File: src/rtl/uart_rx.sv
// 8N1 UART receiver: synchronised line, half-bit-aligned sampling, single-entry holding register
// with overrun and frame-error reporting. All state advances only on ce-qualified clock edges.
module uart_rx #(
    parameter int unsigned BAUD_DIV = 868
) (
    input  logic       clk,
    input  logic       rst,
    input  logic       ce,
    input  logic       rx,
    input  logic       data_ack,
    output logic [7:0] data_out,
    output logic       data_valid,
    output logic       frame_error,
    output logic       overrun,
    output logic       busy
);

    localparam logic [15:0] HalfLoad = 16'(BAUD_DIV / 2 - 1);
    localparam logic [15:0] FullLoad = 16'(BAUD_DIV - 1);

    typedef enum logic [2:0] {StIdle, StStart, StData, StStop, StWaitHigh} state_e;

    state_e      state_q, state_d;
    logic [15:0] baud_q, baud_d;
    logic [2:0]  bit_q, bit_d;
    logic [7:0]  shift_q, shift_d;
    logic [7:0]  data_out_q, data_out_d;
    logic        data_valid_q, data_valid_d;
    logic        frame_error_q, frame_error_d;
    logic        overrun_q, overrun_d;
    logic        rx_meta_q, rx_s_q;
    logic        tick;

    assign tick = (baud_q == 16'd0);

    always_comb begin
        state_d       = state_q;
        baud_d        = baud_q;
        bit_d         = bit_q;
        shift_d       = shift_q;
        data_out_d    = data_out_q;
        data_valid_d  = data_valid_q & ~data_ack;
        frame_error_d = 1'b0;
        overrun_d     = overrun_q;

        unique case (state_q)
            StIdle: begin
                if (!rx_s_q) begin
                    state_d = StStart;
                    bit_d   = 3'd0;
                    baud_d  = HalfLoad;
                end
            end
            StStart: begin
                baud_d = tick ? FullLoad : baud_q - 16'd1;
                if (tick) begin
                    state_d = rx_s_q ? StIdle : StData;
                end
            end
            StData: begin
                baud_d = tick ? FullLoad : baud_q - 16'd1;
                if (tick) begin
                    shift_d = {rx_s_q, shift_q[7:1]};
                    bit_d   = bit_q + 3'd1;
                    if (bit_q == 3'd7) begin
                        state_d = StStop;
                    end
                end
            end
            StStop: begin
                baud_d = tick ? FullLoad : baud_q - 16'd1;
                if (tick) begin
                    if (rx_s_q) begin
                        // A same-edge ack consumes the old byte, so only an unacked one overruns
                        data_out_d   = shift_q;
                        data_valid_d = 1'b1;
                        overrun_d    = overrun_q | (data_valid_q & ~data_ack);
                        state_d      = StIdle;
                    end else begin
                        frame_error_d = 1'b1;
                        state_d       = StWaitHigh;
                    end
                end
            end
            StWaitHigh: begin
                if (rx_s_q) begin
                    state_d = StIdle;
                end
            end
            default: state_d = StIdle;
        endcase
    end

    always_ff @(posedge clk or negedge rst) begin
        if (!rst) begin
            state_q       <= StIdle;
            baud_q        <= 16'd0;
            bit_q         <= 3'd0;
            shift_q       <= 8'h00;
            data_out_q    <= 8'h00;
            data_valid_q  <= 1'b0;
            frame_error_q <= 1'b0;
            overrun_q     <= 1'b0;
            rx_meta_q     <= 1'b1;
            rx_s_q        <= 1'b1;
        end else if (ce) begin
            state_q       <= state_d;
            baud_q        <= baud_d;
            bit_q         <= bit_d;
            shift_q       <= shift_d;
            data_out_q    <= data_out_d;
            data_valid_q  <= data_valid_d;
            frame_error_q <= frame_error_d;
            overrun_q     <= overrun_d;
            rx_meta_q     <= rx;
            rx_s_q        <= rx_meta_q;
        end
    end

    assign data_out    = data_out_q;
    assign data_valid  = data_valid_q;
    assign frame_error = frame_error_q;
    assign overrun     = overrun_q;
    assign busy        = (state_q != StIdle);

endmodule

File: config.mk
export PLATFORM = sky130hd
export DESIGN_NAME = uart_rx
export DESIGN_NICKNAME = d
export VERILOG_FILES = /design/src/rtl/uart_rx.sv
export SDC_FILE = /design/constraint.sdc
export NUM_CORES = 1
export LEC_CHECK = 0
export CORE_MARGIN = 2
export CORE_UTILIZATION = 50
export DETAILED_ROUTE_END_ITERATION = 8
export DONT_BUFFER_PORTS = 1
export HOLD_SLACK_MARGIN = 0.15
export PLACE_DENSITY = 0.7
export SYNTH_ARGS = -nofsm -noshare
export SYNTH_HDL_FRONTEND = slang
export SYNTH_SLANG_ARGS = --single-unit
File: constraint.sdc
create_clock -name clk -period 6.2 [get_ports clk]
set_input_delay 0.93 -clock clk [delete_from_list [all_inputs] [get_ports clk]]
set_output_delay 0.93 -clock clk [all_outputs]
set_load 0.01 [all_outputs]
==> flow_metrics.py <==
metrics = {
    "worst_setup_path": {
        "setup.worst_path.start_class": "flop",
        "path_buf_inv": 1,
        "timing.critical_path.fanout_max": 12,
        "worst-r2r-setup-slack_ns": 3.41,
        "timing_worst_setup_path_type": "reg2reg",
        "cp_cell_sequence": "inv_1 > ha_1 > or4b_4 > or4_4 > nor3_4 > mux2_4",
        "timing.critical_path.max_delay_family": "simple AND/OR/NAND/NOR gates",
        "cp_data_required_time_ns": 6.40,
        "endpoint_kind": "flop",
        "critical_path.max_stage_delay_ns": 0.63,
        "crit_arrival_ns": 2.99,
        "slowest_stage": "or4_4",
    },
    "timing": {
        "period_utilization_post_route_pct": 45.0,
        "slew_headroom_pct": 23.4,
        "totalNegativeSetupSlack_ns": 0,
        "final_report_hold_violation_count": 0,
        "max_slew.worst_pin.slew_ns": 1.14,
        "clock_skews_ns": 0.00971,
        "maximum_achievable_frequency_ghz": 0.358,
        "post-route-min-period_ns": 2.79,
        "grt_setup_unrepaired": "false",
        "setup-violations-final": 0,
        "slew_violations": 0,
        "setup_slack_ns": 3.41,
    },
    "grt": {
        "grt.total_usage_pct": 18.6,
        "initial_antenna_violation_count": 0,
        "global_route_wire_length_before_repair_mm": 7.17,
        "first_global_vias": 1478,
        "maximum_number_of_pins_on_one_net_before_global_route_repair": 44,
        "grt-ovfl-total": 0,
    },
    "status": {
        "status": "complete, no violations",
    },
    "clock_network": {
        "tritoncts.num_buffers": 5,
        "cts_tree": "done",
        "post_cts.resized_instances": 0,
        "cts-root-to-sink-buffers": 2,
        "clk-insertion-delay-late_ns": 0.31,
        "cts_root_buffer": "clkbuf_8",
        "cts_setup_buffers": 0,
        "cts.reportedPaths.clkPinSlew_ns": 0.09,
        "clock_sink_count": 43,
        "cts_hold_buffers": 0,
        "cts_htree_levels": 2,
    },
    "synth": {
        "synth_seq_area_share_pct": 50.4,
        "yosysUniqueCellTypes": 44,
        "yosys-top-cells-area": "dfrtp_1 48%, mux2_4 5.6%, mux2_2 4.7%",
        "netlist_instances": 192,
        "syn-cell-area_mm2": 0.00214,
        "synth-edff-count": 0,
        "synth_ff_type": "dfrtp_1",
        "syn_nets": 200,
        "asyncSetResetFlopFracSynth_pct": 100,
        "synth-warning-count": 0,
        "synth.top_cell.area_share_pct": 48.0,
        "synth_seq_cells": 43,
        "synth.avg_cell_area_um2": 11.1,
        "synth_area_leader_cell": "dfrtp_1",
    },
    "route": {
        "drt_pre_antenna_iters": 6,
        "detail_route.wirelength_mm": 4.06,
        "avgViaCountPerCell": 6.36,
        "drt.antenna.violating_nets": 0,
        "via_count": 1540,
        "routed_wire_length_per_instance_um": 16.8,
        "violation_count_after_the_first_detailed_route_iteration": 88,
        "drc_viols": 0,
    },
    "layout": {
        "layout_commonest_cell": "dfrtp_1",
        "layout.cells.most_common_list": "41 x dfrtp_1, 12 x nand2_1, 10 x nor2_1",
        "design.final.nets": 199,
        "synthToLayoutAreaGrowth_pct": 6.79,
        "num_antenna_cells": 0,
        "drive_gt1_share_pct": 18.8,
        "final_instance_area_mm2": 0.00228,
    },
    "power_and_ir_drop": {
        "ir_worst_vdd_mv": 0.129,
        "total_leakage_power_nw": 0.998,
        "p_total_w": 0.000700,
        "cellPowerDensity_mw_per_mm2": 307,
    },
    "die": {
        "num_io_pins": 17,
        "height_of_the_die_um": 69.4,
        "die_width_um": 69.4,
        "design.die.area_mm2": 0.00482,
        "num_rows": 23,
        "core_area_mm2": 0.00406,
        "initial_core_util_pct": 52.7,
    },
    "min_path": {
        "hp-class": "in2async",
    },
    "placed_design": {
        "placement.cell_area_mm2": 0.00217,
        "dp_hpwl_mm": 2.83,
        "place_ws_ns": 3.40,
        "place_congestion": 0.943,
        "port_buffers": 0,
    },
    "flow_run": {
        "max_cap_viol": 0,
    },
}
[layer usage]
layer	wire length (um)	vias up	track usage (%)
met5	0	-	0
met4	58	0	6.75
met3	228	6	5.67
met2	1930	54	29.2
met1	1840	767	24.4
li1	-	713	-
[power by group]
group	switching, W	internal (W)	total (W)
clock	0.0000986	0.000120	0.000218
combinational	0.0000553	0.0000516	0.000107
sequential	0.0000545	0.000320	0.000375
total	0.000208	0.000492	0.000700
[logic make-up after synthesis]
| logic type | Yosys count | synth area share (%) |
|---|---|---|
| buffers and inverters | 15 | 2.63 |
| AND/OR/NAND/NOR | 70 | 20.1 |
| multiplexers | 18 | 10.9 |
| XOR/XNOR | 3 | 1.23 |
| AO/OA/AOI/OAI | 40 | 13.0 |
| flip-flops | 43 | 50.4 |
| adder cells (fa/ha/maj) | 3 | 1.76 |
[synthesized netlist by cell type (all sizes together), types with 3 or more instances]
library cell and n:
clkbuf 7, or4 7, nor3 7, nor4b 4
nor2 10, or3 9, a31o 3, nand2 12
dfrtp 41, inv 7, mux2 18, nor4 5
o31ai 5, ha 3, nand3 5, a21oi 10
a211o 4, o21ai 8
[per-stage QoR]
stage / hold WS (ns) / instances / util (%)
3_5_place_dp: 0.511 / 234 / 53.5
2_1_floorplan: 0.475 / 192 / -
6_report: 0.310 / 242 / 56.3
3_3_place_gp: 0.492 / 234 / 53.5
5_1_grt: 0.291 / 242 / 56.3
4_1_cts: 0.301 / 242 / 56.3
[worst paths after layout]
kind	startpoint	endpoint	depth (start not counted)
max	baud_q[0]	data_out[4]	6
min	rst	baud_q[4]	0
max reg2reg	baud_q[0]	data_out[4]	6
min reg2reg	shift_q[6]	data_out[6]	1
max in group asynchronous	rst	rx_meta_q	0
min in group clk	shift_q[6]	data_out[6]	1
[state kept, by name (all words and copies together), names as in the netlist]
name and cells:
baud_q 16, data_out 8, shift_q 8, bit_q 3, state_q 3, data_valid 1
frame_error 1, overrun 1, rx_meta_q 1, rx_s_q 1
[worst register-to-register path, delay by kind of cell (launching register included)]
family | cells | cell delay (ns)
adders and majority gates | 1 | 0.20
buffers and inverters | 1 | 0.10
DFF | 1 | 0.39
muxes | 1 | 0.36
and+or+nand+nor | 3 | 1.63
[area by class of cell]
type                    instances  area (um^2)
fillers                       328         1770
flip-flops and latches         43         1080
multi-input cells             134         1000
clock buffers                   5         68.8
well taps                      50         62.6
clock inverters                 3         43.8
inverters                       7         26.3
(Power assumes the default switching activity.)
